===== config.mk =====
export PLATFORM = sky130hd
export DESIGN_NAME = sort_sched_flat
export DESIGN_NICKNAME = d
export VERILOG_FILES = /design/src/rtl/sort_pkg.sv /design/src/rtl/sort_sched_if.sv /design/src/rtl/mag_gt_cmp.sv /design/src/rtl/sort_sched.sv /design/src/flat_wrapper.sv
export SDC_FILE = /design/constraint.sdc
export NUM_CORES = 1
export LEC_CHECK = 0
export CORE_MARGIN = 10
export CORE_UTILIZATION = 55
export DETAILED_ROUTE_END_ITERATION = 8
export GPL_TIMING_DRIVEN = 0
export PLACE_DENSITY = 0.79
export SYNTH_ARGS = -nofsm -noshare
export SYNTH_HDL_FRONTEND = slang
export SYNTH_HIERARCHICAL = 1
export SYNTH_SLANG_ARGS = --single-unit

===== constraint.sdc =====
create_clock -name clk -period 10.6 [get_ports clk]
set_input_delay 2.12 -clock clk [delete_from_list [all_inputs] [get_ports clk]]
set_output_delay 2.12 -clock clk [all_outputs]
set_load 0.1 [all_outputs]

===== src/rtl/sort_pkg.sv =====
// Shared types for the sort scheduler: FSM states and sort-order encodings.
package sort_pkg;

    typedef enum logic [1:0] {
        LOAD  = 2'd0,
        SORT  = 2'd1,
        DRAIN = 2'd2
    } state_t;

    localparam logic ASC  = 1'b0;
    localparam logic DESC = 1'b1;

endpackage


===== src/rtl/sort_sched_if.sv =====
// Producer/consumer handshake bundle for sort_sched; the DUT side is the slave modport.
interface sort_sched_if #(
    parameter int K = 8
);
    logic         in_valid;
    logic         in_ready;
    logic [K-1:0] in_data;
    logic         desc;
    logic         out_valid;
    logic         out_ready;
    logic [K-1:0] out_data;
    logic         busy;

    modport slave (
        input  in_valid, in_data, desc, out_ready,
        output in_ready, out_valid, out_data, busy
    );

    modport master (
        output in_valid, in_data, desc, out_ready,
        input  in_ready, out_valid, out_data, busy
    );
endinterface


===== src/rtl/mag_gt_cmp.sv =====
// Combinational unsigned strict greater-than, rippling an equal/greater chain from the MSB down.
module mag_gt_cmp #(
    parameter int K = 8
) (
    input  logic [K-1:0] a,
    input  logic [K-1:0] b,
    output logic         gt
);
    logic gt_acc;
    logic eq_acc;

    always_comb begin
        gt_acc = 1'b0;
        eq_acc = 1'b1;
        for (int i = K - 1; i >= 0; i--) begin
            gt_acc = gt_acc | (eq_acc & a[i] & ~b[i]);
            eq_acc = eq_acc & ~(a[i] ^ b[i]);
        end
        gt = gt_acc;
    end
endmodule


===== src/rtl/sort_sched.sv =====
// Block sorter: buffers N words, bubble-sorts them with one shared comparator and early exit, then drains.
module sort_sched
    import sort_pkg::*;
#(
    parameter int K = 8,
    parameter int N = 8
) (
    input  logic         clk,
    input  logic         rst_n,
    sort_sched_if.slave  bus
);
    localparam int            W      = $clog2(N);
    localparam logic [W-1:0]  LAST   = W'(N - 1);
    localparam logic [W-1:0]  LAST_J = W'(N - 2);

    logic [K-1:0] mem [N];
    state_t       state;
    state_t       state_nxt;
    logic [W-1:0] wr_idx;
    logic [W-1:0] j;
    logic [W-1:0] pass;
    logic [W-1:0] rd_idx;
    logic         swapped;
    logic         order;

    logic [W-1:0] j_nxt;
    logic [K-1:0] op_a;
    logic [K-1:0] op_b;
    logic         gt;
    logic         accept;
    logic         xfer;
    logic         end_pass;
    logic         sort_done;

    assign j_nxt = j + W'(1);

    // Descending order crosses the operands so the same strict gt decides the swap.
    assign op_a = (order == ASC)  ? mem[j] : mem[j_nxt];
    assign op_b = (order == DESC) ? mem[j] : mem[j_nxt];

    mag_gt_cmp #(.K(K)) u_cmp (
        .a  (op_a),
        .b  (op_b),
        .gt (gt)
    );

    assign accept    = (state == LOAD)  && bus.in_valid;
    assign xfer      = (state == DRAIN) && bus.out_ready;
    assign end_pass  = (j == LAST_J);
    assign sort_done = end_pass && (!(swapped || gt) || (pass == LAST_J));

    always_ff @(posedge clk or negedge rst_n) begin
        if (!rst_n) state <= LOAD;
        else        state <= state_nxt;
    end

    always_comb begin
        state_nxt = state;
        case (state)
            LOAD:    if (accept && (wr_idx == LAST)) state_nxt = SORT;
            SORT:    if (sort_done)                  state_nxt = DRAIN;
            DRAIN:   if (xfer && (rd_idx == LAST))   state_nxt = LOAD;
            default:                                 state_nxt = LOAD;
        endcase
    end

    always_comb begin
        bus.in_ready  = (state == LOAD);
        bus.out_valid = (state == DRAIN);
        bus.busy      = (state != LOAD);
        bus.out_data  = mem[rd_idx];
    end

    always_ff @(posedge clk or negedge rst_n) begin
        if (!rst_n) begin
            wr_idx  <= '0;
            j       <= '0;
            pass    <= '0;
            rd_idx  <= '0;
            swapped <= 1'b0;
            order   <= ASC;
        end else begin
            case (state)
                LOAD: if (accept) begin
                    if (wr_idx == '0) order <= bus.desc;
                    if (wr_idx == LAST) begin
                        wr_idx  <= '0;
                        j       <= '0;
                        pass    <= '0;
                        swapped <= 1'b0;
                    end else begin
                        wr_idx <= wr_idx + W'(1);
                    end
                end
                SORT: begin
                    if (gt) swapped <= 1'b1;
                    if (!end_pass) begin
                        j <= j_nxt;
                    end else if (sort_done) begin
                        rd_idx <= '0;
                    end else begin
                        pass    <= pass + W'(1);
                        j       <= '0;
                        swapped <= 1'b0;
                    end
                end
                DRAIN: if (xfer) begin
                    rd_idx <= (rd_idx == LAST) ? '0 : rd_idx + W'(1);
                end
                default: ;
            endcase
        end
    end

    // Storage carries no reset; a swap rewrites both neighbours on the same edge.
    always_ff @(posedge clk) begin
        if (accept) begin
            mem[wr_idx] <= bus.in_data;
        end else if ((state == SORT) && gt) begin
            mem[j]     <= mem[j_nxt];
            mem[j_nxt] <= mem[j];
        end
    end
endmodule


===== src/flat_wrapper.sv =====
// flat-port wrapper written by rule: the top's interface ports become plain ports
module sort_sched_flat import sort_pkg::*;
#(
    parameter int K = 8,
    parameter int N = 8
)
  (clk, rst_n, bus_in_valid, bus_in_data, bus_desc, bus_out_ready, bus_in_ready, bus_out_valid, bus_out_data, bus_busy);
  sort_sched_if #(.K(K)) bus_i ();
  input  logic clk;
  input  logic rst_n;
  input wire logic [$bits(bus_i.in_valid)-1:0] bus_in_valid;
  input wire logic [$bits(bus_i.in_data)-1:0] bus_in_data;
  input wire logic [$bits(bus_i.desc)-1:0] bus_desc;
  input wire logic [$bits(bus_i.out_ready)-1:0] bus_out_ready;
  output wire logic [$bits(bus_i.in_ready)-1:0] bus_in_ready;
  output wire logic [$bits(bus_i.out_valid)-1:0] bus_out_valid;
  output wire logic [$bits(bus_i.out_data)-1:0] bus_out_data;
  output wire logic [$bits(bus_i.busy)-1:0] bus_busy;
  assign bus_i.in_valid = bus_in_valid;
  assign bus_i.in_data = bus_in_data;
  assign bus_i.desc = bus_desc;
  assign bus_i.out_ready = bus_out_ready;
  assign bus_in_ready = bus_i.in_ready;
  assign bus_out_valid = bus_i.out_valid;
  assign bus_out_data = bus_i.out_data;
  assign bus_busy = bus_i.busy;
  sort_sched #(.K(K), .N(N)) u_core (.clk(clk), .rst_n(rst_n), .bus(bus_i));
endmodule

# Word level (Yosys, flattened, before mapping)
# Memory sizes are Yosys's and may differ from the RTL's.
# Index checks and enable logic that the tools add are counted.
# word_totals
register_bits	16
latch_bits	0
mem_bits_rw	64
mem_bits_ro	0
inputBits	13
out_inout_bits	11
wordCells	133
mem_count	1
# op_classes
addsub	4
n_mul	0
div_mod_pow	0
order_cmp	0
n_eq_ne	15
shift	0
muxes	34
n_bitwise	50
n_reduce_logical	22
# memory_table
name	depth	width	read_ports	rd_ports_with_merged_regs	write_ports	line_no	text
u_core.mem	8	8	3	0	2	sort_sched.sv:16	logic [K-1:0] mem [N];
# ops
cell	count
$mux W3	12
$mux W8	3
$and A1 B1 Y1	21
$pmux W3 S2	3
$not A1 Y1	15
$ne A2 B1 Y1 const B	7
$add A3 B1 Y3 const B	4
$eq A3 B3 Y1 const B	4
$mux W1	11
$reduce_and A3 Y1	3
$reduce_and A4 Y1	2
$reduce_or A8 Y1	1
$or A1 B1 Y1	7
$xor A1 B1 Y1	7
$logic_and A1 B1 Y1	6
$mux W2	3
$pmux W2 S3	1
$reduce_bool A2 Y1	3
$reduce_and A5 Y1	1
$logic_not A3 Y1	1
$ne A3 B3 Y1 const B	1
$eq A2 B1 Y1 const B	1
$eq A2 B2 Y1 const B	1
$logic_not A2 Y1	1
5 further kinds	6

# Logic depth before layout (Yosys ltp)
# Gate-level depths: netlist of run 1.
# An unclocked memory read counts as a cell.
# logic_depth
word_depth	21
mapped_depth	21
ltp_nobuf	15

# By module
# Netlist of run 1, hierarchy kept.
# modules_own_cells
module	n_inst	cells_per_inst	area_each_um2	seq_area_each_um2
sort_sched	1	516	5854.4	2322.2
mag_gt_cmp	1	20	138.9	0.0

# Worst setup path before layout of run 1
# OpenSTA, ideal clock, no wires.
# synth_timing
path_kind	reg2out
start	register u_core.state[1]
end	output port bus_busy
arrival_time_ns	2.845
required_ns	8.480
path_slack_ns	5.635
stages_incl_launch_ff	4
path_buffers	1
cell_sequence	dfrtp_1 clkbuf_1 nor2_1 inv_1
# synth_via
elab_chain_cells	1
# synth_lines
element	line_no	text
from (decl)	sort_sched.sv:17	state_t state;
from (signal assigned)	sort_sched.sv:54	else state <= state_nxt;
$reduce_bool A2 Y1	sort_sched.sv:70	bus.busy = (state != LOAD);
to (decl)	flat_wrapper.sv:18	output wire logic [$bits(bus_i.busy)-1:0] bus_busy;
# No other way between the ends.

==> results.sh, run 1 <==
export IMPL_ys_types=48
export IMPL_clock_sinks=80
export IMPL_clock_tree_root_cell="clkbuf_8"
export IMPL_synth_flop_cell="edfxtp_1"
export IMPL_cts_resized=0
export IMPL_r2r_cells=16
export IMPL_min_to="u_core/swapped"
export IMPL_cts_htree_levels=3
export IMPL_cp_max_fo=10
export IMPL_syn_inst=536
export IMPL_fin_crit_ns=7.121
export IMPL_clockBufferDepth=2
export IMPL_finalWirelength_um=19610
export IMPL_die_y_um=124.4
export IMPL_route_detailed_drc=0
export IMPL_synth_top_area_cell="edfxtp_1"
export IMPL_placeableCoreArea_um2=10750
export IMPL_postRouteAntennaNets=0
export IMPL_min_delay_start="u_core/swapped"
export IMPL_fmax_mhz=140.4
export IMPL_num_io_pins=24
export IMPL_maxSlewViolCount=9
export IMPL_cts_hold_buf=0
export IMPL_drive_gt1_share_pct=21.88
export IMPL_rsz0062_at_grt="no"
export IMPL_tns_ns=0
export IMPL_synth_area_per_cell_um2=11.18
export IMPL_cts_tree="yes"
export IMPL_drv_cap=1
export IMPL_ys_seq_area_share_pct=38.75
export IMPL_hold_violations=0
export IMPL_violations="max-capacitance violations, max-slew violations"
export IMPL_numPortBuffers=23
export IMPL_dr_pass1_iters=7
export IMPL_gp_congestion=0.9150
export IMPL_worst_slew_pin_slew_ns=1.521
export IMPL_synthTopCellsByArea="edfxtp_1 (32%), mux4_2 (12%), o211ai_1 (8.1%), dfrtp_1 (6.7%), mux2_2 (5.8%)"
export IMPL_rows=38
export IMPL_synth_most_common_cell="nand2_1"
export IMPL_post_cts_buffers=0
export IMPL_ys_seq_elements=80
export IMPL_nNetsFinal=594
export IMPL_vias=5080
export IMPL_synthTopCellsByCount="nand2_1 (81), o211ai_1 (65), edfxtp_1 (64), mux4_2 (32), mux2_2 (31)"
export IMPL_n_antenna_cell=0
export IMPL_grt_max_degree=17
export IMPL_cts_buffers=9
export IMPL_required_ns=10.57
export IMPL_die_area_um2=15470
export IMPL_grt_pass1_wl_um=28940
export IMPL_path_clk_slew_ns=0.09
export IMPL_relSlewSlack_pct=-1.636
export IMPL_r2r_slack_ns=3.48
export IMPL_viasPerCell=7.095
export IMPL_setup_viol=0
export IMPL_hpwl_um=12650
export IMPL_grtUsageTotal_pct=24.25
export IMPL_clock_latency_ns=0.37
export IMPL_wire_per_inst_um=27.39
export IMPL_timing_final_crit_share_pct=67.18
export IMPL_syn_num_nets=559
export IMPL_num_fill_cells=873
export IMPL_grt_pass1_vias=4850
export IMPL_area_growth_synth_to_final_pct=10.02
export IMPL_status="finished with violations"
export IMPL_r2r_start="u_core/j[0]"
export IMPL_synth_edff_count=64
export IMPL_hold_path_cell_count=2
export IMPL_endpoint_kind="flop"
export IMPL_setup_worst_path_start_class="flop"
export IMPL_hold_path_class="flop to flop"
export IMPL_async_flop_share_pct=20.00
export IMPL_synth_warnings=6
export IMPL_initialDrtViolationCount=650
export IMPL_reg2reg_to="u_core/mem[6][3]"
export IMPL_arrival_ns=7.09
export IMPL_start_util_pct=55.78
export IMPL_die_w_um=124.4
export IMPL_crit_type="flop to flop"
export IMPL_yosys_area_top_type_share_pct=32.07
export IMPL_antenna_found_initial=0
export IMPL_fin_skew_ns=0.01226
export IMPL_grt_overflow_total=0
export IMPL_synth_cell_area_um2=5993
-- critical path, cell delays in order, from the launching register on --
cell and delay [ns]:
dfrtp_1 0.41, buf_6 0.20, buf_2 0.39, inv_2 0.26, ha_1 0.34, clkbuf_2 0.16, clkbuf_1 0.62, nor2_4 0.28
a2111oi_4 0.68, a21oi_1 0.18, or3b_1 0.41, o2111ai_1 0.09, a222oi_1 0.09, o21ai_1 0.53, nand4b_1 0.36, nor3_2 0.94
o21bai_1 0.77
-- layout make-up --
type | count | area [um2] | area share, %
plain buffers | 40 | 220.2 | 3.340
clock buffers | 10 | 127.6 | 1.935
clock inverters | 6 | 60.06 | 0.9108
inverters | 16 | 60.06 | 0.9108
multi-input cells | 400 | 3391 | 51.42
flip-flops and latches | 80 | 2322 | 35.22
well taps | 140 | 175.2 | 2.657
repair buffers | 24 | 237.7 | 3.605
-- registers in the layout, indices dropped and copies added (netlist names) --
register,count
u_core/wr_idx,3
u_core/swapped,1
u_core/state,2
u_core/rd_idx,3
u_core/j,3
u_core/mem,64
u_core/pass,3
u_core/order,1
-- through the flow --
stage / setup WS [ns] / instances / utilization [%] / cell area, um2 / hold WS, ns
6_report: 3.479 / 716 / 61.36 / 6594 / 0.5605
2_1_floorplan: 5.635 / 536 / - / 5993 / 0.4888
4_1_cts: 3.809 / 716 / 61.36 / 6594 / 0.5514
3_3_place_gp: 3.982 / 699 / 59.55 / 6399 / 0.5185
3_5_place_dp: 3.853 / 700 / 59.62 / 6406 / 0.5249
5_1_grt: 3.376 / 716 / 61.36 / 6594 / 0.5813
-- cells by family after synthesis --
| family | count (synthesis) | share of synthesized area, % |
|---|---|---|
| and+or+nand+nor | 171 | 14.05 |
| DFF | 80 | 38.75 |
| xor gates and xnor gates | 4 | 0.7100 |
| adders and majority gates | 11 | 2.276 |
| AOI/OAI and AO/OA | 123 | 17.01 |
| buffers and inverters | 56 | 4.676 |
| muxes | 91 | 22.53 |
-- routing by layer --
metal	part of all wire, %	vias up	wire length, um	track usage [%]
met5	0	-	0	0
met4	5.2	0	1016	15.08
met3	12	84	2360	6.298
met2	47	375	9314	38.83
met1	35	2468	6917	28.44
li1	-	2153	-	-
-- worst max path at each step --
stage / slack, ns / cells after the start / from / endpoint
6_report: 3.48 / 16 / u_core/j[0] / u_core/mem[6][3]
5_1_grt: 3.38 / 16 / u_core/j[0] / u_core/mem[6][3]
2_1_floorplan: 5.63 / 3 / u_core/state[1] / bus_busy
3_3_place_gp: 3.98 / 16 / u_core/j[0] / u_core/mem[6][1]
3_5_place_dp: 3.85 / 16 / u_core/j[0] / u_core/mem[6][7]
4_1_cts: 3.81 / 16 / u_core/j[0] / u_core/mem[6][3]
-- placed cells by master (no fill, tap or decap), types with 4 or more instances in the layout --
| cell type | instances |
|---|---|
| a2111oi_4 | 8 |
| a21oi_1 | 24 |
| and3_1 | 8 |
| buf_2 | 9 |
| buf_4 | 5 |
| buf_6 | 5 |
| clkbuf_1 | 15 |
| clkbuf_2 | 5 |
| clkbuf_8 | 9 |
| clkdlybuf4s50_1 | 23 |
| dfrtp_1 | 16 |
| edfxtp_1 | 64 |
| ha_1 | 10 |
| inv_1 | 15 |
| mux2_2 | 31 |
| mux2i_1 | 28 |
| mux4_2 | 32 |
| nand2_1 | 81 |
| nand2b_1 | 11 |
| nand3b_1 | 4 |
| nor2_1 | 24 |
| nor3_1 | 19 |
| nor3_2 | 10 |
| o211ai_1 | 65 |
| o21ai_0 | 5 |
| o21bai_1 | 6 |
| o2bb2ai_1 | 6 |
Power of run 1 is not shown: default switching activity piles up to over one toggle a cycle in this logic, so the estimate is an artifact.
==> run 2, diff against run 1 <==
--- a/config.mk
+++ b/config.mk
@@ -9,7 +9,7 @@
 export CORE_UTILIZATION = 55
 export DETAILED_ROUTE_END_ITERATION = 8
 export GPL_TIMING_DRIVEN = 0
-export PLACE_DENSITY = 0.79
+export PLACE_DENSITY = 0.82
 export SYNTH_ARGS = -nofsm -noshare
 export SYNTH_HDL_FRONTEND = slang
 export SYNTH_HIERARCHICAL = 1
==> constraint.sdc (replaced) <==
create_clock -name clk -period 6 [get_ports clk]
set_input_delay 1.2 -clock clk [delete_from_list [all_inputs] [get_ports clk]]
set_output_delay 1.2 -clock clk [all_outputs]
set_load 0.1 [all_outputs]
==> run 2 against run 1 <==
Wire length fell by 2.9%; the run now ends clean; count of clock-buffer cells in the layout shrank 1; critical path depth up 4.
==> results.sh, run 2 (same netlist as run 1, synthesis figures left out) <==
export IMPL_status="completed"
export IMPL_n_antenna_cell=0
export IMPL_clockBufferDepth=2
export IMPL_hold_violations=0
export IMPL_fin_skew_ns=0.009204
export IMPL_grtUsageTotal_pct=23.40
export IMPL_area_growth_synth_to_final_pct=14.97
export IMPL_finalWirelength_um=19030
export IMPL_cp_max_fo=10
export IMPL_antenna_found_initial=0
export IMPL_timing_final_crit_share_pct=98.70
export IMPL_postRouteAntennaNets=0
export IMPL_whs_ns=0.5661
export IMPL_die_area_um2=15470
export IMPL_setup_viol=0
export IMPL_drv_cap=0
export IMPL_relSlewSlack_pct=34.28
export IMPL_drive_gt1_share_pct=27.23
export IMPL_endpoint_kind="flop"
export IMPL_path_clk_slew_ns=0.08
export IMPL_route_detailed_drc=0
export IMPL_start_util_pct=55.78
export IMPL_regMostFlops="u_core/mem"
export IMPL_placed_cell_area_um2=6399
export IMPL_setup_worst_path_start_class="flop"
export IMPL_worstPathCellList="buf_6 > buf_2 > inv_2 > ha_1 > clkbuf_2 > clkbuf_2 > nor2_4 > a2111oi_4 > buf_4 > buf_4 > a21oi_1 > inv_1 > o2111ai_1 > a222oi_1 > o21ai_2 > and4bb_2 > and3_1 > buf_2 > nand2b_1 > o211ai_1"
export IMPL_maxSlewViolCount=0
export IMPL_gp_congestion=0.9556
export IMPL_grt_pass1_vias=5110
export IMPL_nNetsFinal=613
export IMPL_cts_htree_levels=3
export IMPL_grt_max_degree=17
export IMPL_wire_per_inst_um=25.89
export IMPL_slowest_delay_ns=0.56
export IMPL_placeableCoreArea_um2=10750
export IMPL_largest_reg_flops=64
export IMPL_clock_tree_root_cell="clkbuf_8"
export IMPL_arrival_ns=6.03
export IMPL_clock_sinks=80
export IMPL_die_y_um=124.4
export IMPL_grt_pass1_wl_um=28470
export IMPL_hold_path_class="flop to flop"
export IMPL_grt_overflow_total=0
export IMPL_hpwl_um=12450
export IMPL_required_ns=6.10
export IMPL_worst_slew_pin_slew_ns=0.9827
export IMPL_cts_tree="yes"
export IMPL_viasPerCell=6.993
export IMPL_most_common_layout_cells="nand2_1 (80), o211ai_1 (65), edfxtp_1 (64)"
export IMPL_clock_latency_ns=0.37
export IMPL_dr_pass1_iters=6
export IMPL_num_io_pins=24
export IMPL_fin_crit_ns=5.922
export IMPL_crit_type="flop to flop"
export IMPL_final_cell_area_um2=6890
export IMPL_fmax_mhz=168.9
export IMPL_vias=5140
export IMPL_cpMaxStageDelayCell="nor2_4"
export IMPL_rows=38
export IMPL_die_w_um=124.4
export IMPL_final_common_cell="nand2_1"
export IMPL_numPortBuffers=23
export IMPL_cts_buffers=9
export IMPL_initialDrtViolationCount=739
## run 2: cell types whose count changed in the layout (fill, tap and decap cells not counted), moves of 2 or more
cell / change
mux2i_1: -2
nor3_2: -2
buf_4: +23
clkbuf_1: -4
buf_1: -2
o21bai_1: -6
nor3_4: +3
o21bai_4: +5
## run 2: final timing paths
path,endpoint,slack (ns),cells after the start,start
max,u_core/mem[7][7],0.08,20,u_core/j[0]
min reg2reg,u_core/pass[1],0.57,1,u_core/pass[1]
max in group asynchronous,u_core/j[1],4.29,1,rst_n
min,u_core/pass[1],0.57,1,u_core/pass[1]
max reg2reg,u_core/mem[7][7],0.08,20,u_core/j[0]
min in group asynchronous,u_core/wr_idx[0],1.26,1,rst_n
## run 2: timing repair
| action | in CTS | in global routing |
|---|---|---|
| pin swaps | 4 | 10 |
| resized for setup | 16 | 5 |
| endpoints found under the setup margin | 128 | 128 |
| setup buffers | 7 | 17 |
| hold buffers | 0 | 0 |
## run 2: stage by stage
step	setup TNS, ns	util [%]	cells	setup slack (ns)
CTS	0	62.73	720	0.009612
finish	0	64.12	735	0.07821
floorplan	0	-	536	1.231
global route	-0.3416	64.12	735	-0.03062
global placement	-58.54	59.55	699	-0.6885
detailed placement	-69.90	59.55	699	-0.7998
## run 2: final cells by class
cell class | count | area, um2
multi-input combinational | 400 | 3497
timing repair buffer | 47 | 410.4
inverter | 16 | 60.06
tap | 140 | 175.2
clock inverter | 7 | 95.09
clock buffer | 9 | 123.9
sequential | 80 | 2322
buffer | 36 | 206.4
fill | 812 | 3855
## run 2: per-layer routing
metal | vias to the layer above | global-route usage [%] | wire length [um]
met2 | 404 | 38.62 | 9263
met1 | 2443 | 26.66 | 6217
met4 | 2 | 15.08 | 1175
met5 | - | 0 | 41
li1 | 2179 | - | -
met3 | 112 | 5.447 | 2333
## run 2: critical path, delay by kind of cell (launching register included)
kind,cells,cell delay [ns]
buffers and inverters,9,2.02
and+or+nand+nor,4,1.63
AOI/OAI and AO/OA,6,1.25
DFF,1,0.39
adders and majority gates,1,0.34
Power of run 2 is left out for the same reason.
==> run 3, diff against run 2 <==
--- a/config.mk
+++ b/config.mk
@@ -5,6 +5,7 @@
 export SDC_FILE = /design/constraint.sdc
 export NUM_CORES = 1
 export LEC_CHECK = 0
+export CORE_ASPECT_RATIO = 1.75
 export CORE_MARGIN = 10
 export CORE_UTILIZATION = 55
 export DETAILED_ROUTE_END_ITERATION = 8
==> run 3 against run 2 <==
Via count is 4.0% higher; fmax is 0.60% lower; non-clock buffer count is 4 higher; wire length is 8.5% higher; die area is 1.1% higher; critical path depth is 1 lower; design area is 1.7% higher; global-route usage is 2.7 points higher; worst setup slack worse by 0.036 ns; count of clock-buffer cells in the layout is 1 higher; cell count is 0.82% lower; largest cell class unchanged.
==> results.sh, run 3 (same netlist as run 1, synthesis figures left out) <==
export IMPL_status="completed"
export IMPL_setup_worst_path_start_class="flop"
export IMPL_cts_htree_levels=3
export IMPL_gp_congestion=0.9399
export IMPL_grt_overflow_total=0
export IMPL_final_common_cell="nand2_1"
export IMPL_grt_pass1_vias=5461
export IMPL_crit_type="flop to flop"
export IMPL_finalWirelength_um=20650
export IMPL_fmax_mhz=167.8
export IMPL_path_clk_slew_ns=0.06
export IMPL_placed_cell_area_um2=6386
export IMPL_fin_skew_ns=0.007212
export IMPL_die_y_um=158.1
export IMPL_rows=50
export IMPL_arrival_ns=5.96
export IMPL_final_cell_area_um2=7010
export IMPL_most_common_layout_cells="nand2_1 (80), o211ai_1 (65), edfxtp_1 (64)"
export IMPL_hold_path_class="flop to flop"
export IMPL_cp_max_fo=10
export IMPL_clock_tree_root_cell="clkbuf_16"
export IMPL_n_antenna_cell=0
export IMPL_cts_buffers=9
export IMPL_placeableCoreArea_um2=10700
export IMPL_setup_viol=0
export IMPL_clockBufferDepth=2
export IMPL_hold_violations=0
export IMPL_drive_gt1_share_pct=28.21
export IMPL_grtUsageTotal_pct=26.09
export IMPL_num_io_pins=24
export IMPL_timing_final_crit_share_pct=99.30
export IMPL_regArea_um2=2322
export IMPL_area_growth_synth_to_final_pct=16.97
export IMPL_clock_latency_ns=0.34
export IMPL_relSlewSlack_pct=32.40
export IMPL_largest_reg_flops=64
export IMPL_viasPerCell=7.332
export IMPL_wire_per_inst_um=28.33
export IMPL_vias=5345
export IMPL_start_util_pct=56.02
export IMPL_maxSlewViolCount=0
export IMPL_nNetsFinal=617
export IMPL_die_w_um=98.91
export IMPL_route_detailed_drc=0
export IMPL_fin_crit_ns=5.958
export IMPL_multi_input_area_um2=3530
export IMPL_num_fill_cells=774
export IMPL_dr_pass1_iters=5
export IMPL_worst_slew_pin_slew_ns=1.011
export IMPL_postRouteAntennaNets=0
export IMPL_grt_max_degree=17
export IMPL_regMostFlops="u_core/mem"
export IMPL_grt_pass1_wl_um=30910
export IMPL_cts_tree="yes"
export IMPL_cts_hold_buf=0
export IMPL_endpoint_kind="flop"
export IMPL_hpwl_um=13760
export IMPL_initialDrtViolationCount=921
export IMPL_die_area_um2=15640
export IMPL_numPortBuffers=23
export IMPL_required_ns=6.00
export IMPL_clock_sinks=80
export IMPL_antenna_found_initial=0
export IMPL_drv_cap=0
-- run 3: cell type report --
type / count / area share (%)
clock inverter: 6 / 0.8567
timing repair buffer: 51 / 6.282
inverter: 16 / 0.8567
clock buffer: 10 / 3.266
sequential: 80 / 33.13
tap: 130 / 2.320
multi-input combinational: 400 / 50.35
buffer: 36 / 2.945
-- run 3: metrics by stage --
stage / instances / hold slack [ns] / TNS, ns / util, % / worst slack, ns
final: 729 / 0.5621 / 0 / 65.53 / 0.04218
after detailed placement: 689 / 0.5367 / -47.21 / 59.70 / -0.6228
after floorplan: 536 / 0.4888 / 0 / - / 1.231
after CTS: 708 / 0.5529 / -0.8509 / 63.23 / -0.05819
after global placement: 689 / 0.5237 / -33.49 / 59.70 / -0.4922
after global routing: 729 / 0.5668 / -2.350 / 65.53 / -0.1147
-- run 3: path summary, 6_finish.rpt --
| check | start | end | slack (ns) | depth (start not counted) |
|---|---|---|---|---|
| min in group asynchronous | rst_n | u_core/swapped | 1.30 | 1 |
| max reg2reg | u_core/j[0] | u_core/mem[2][2] | 0.04 | 19 |
| min | u_core/pass[1] | u_core/pass[1] | 0.56 | 1 |
| max | u_core/j[0] | u_core/mem[2][2] | 0.04 | 19 |
| min reg2reg | u_core/pass[1] | u_core/pass[1] | 0.56 | 1 |
| max in group asynchronous | rst_n | u_core/pass[1] | 4.23 | 1 |
-- run 3: layer usage --
metal  GRT usage, %  part of all wire [%]
met4          22.89                   8.2
met3          6.460                    11
met2          42.00                    49
met1          27.73                    32
met5              0                     0
-- run 3: timing repair --
item | in CTS | in global routing
hold endpoints to repair | 0 | 0
setup endpoints to repair | 128 | 128
gates resized for setup | 12 | 15
buffers inserted | 7 | 21
pin swaps | 3 | 10
-- run 3: critical path, stage by stage, from the launching register on --
cell and delay, ns:
dfrtp_1 0.40, buf_6 0.20, buf_2 0.34, inv_2 0.23, ha_1 0.34, clkbuf_2 0.20
inv_1 0.13, buf_4 0.26, buf_2 0.35, nor3_1 0.15, a2111oi_4 0.58, a21oi_1 0.23
a222oi_1 0.41, o21ai_2 0.08, buf_4 0.17, nand3b_1 0.18, buf_2 0.38, mux2i_4 0.41
nand2_1 0.17, o21bai_4 0.35
Power of run 3 is left out for the same reason.
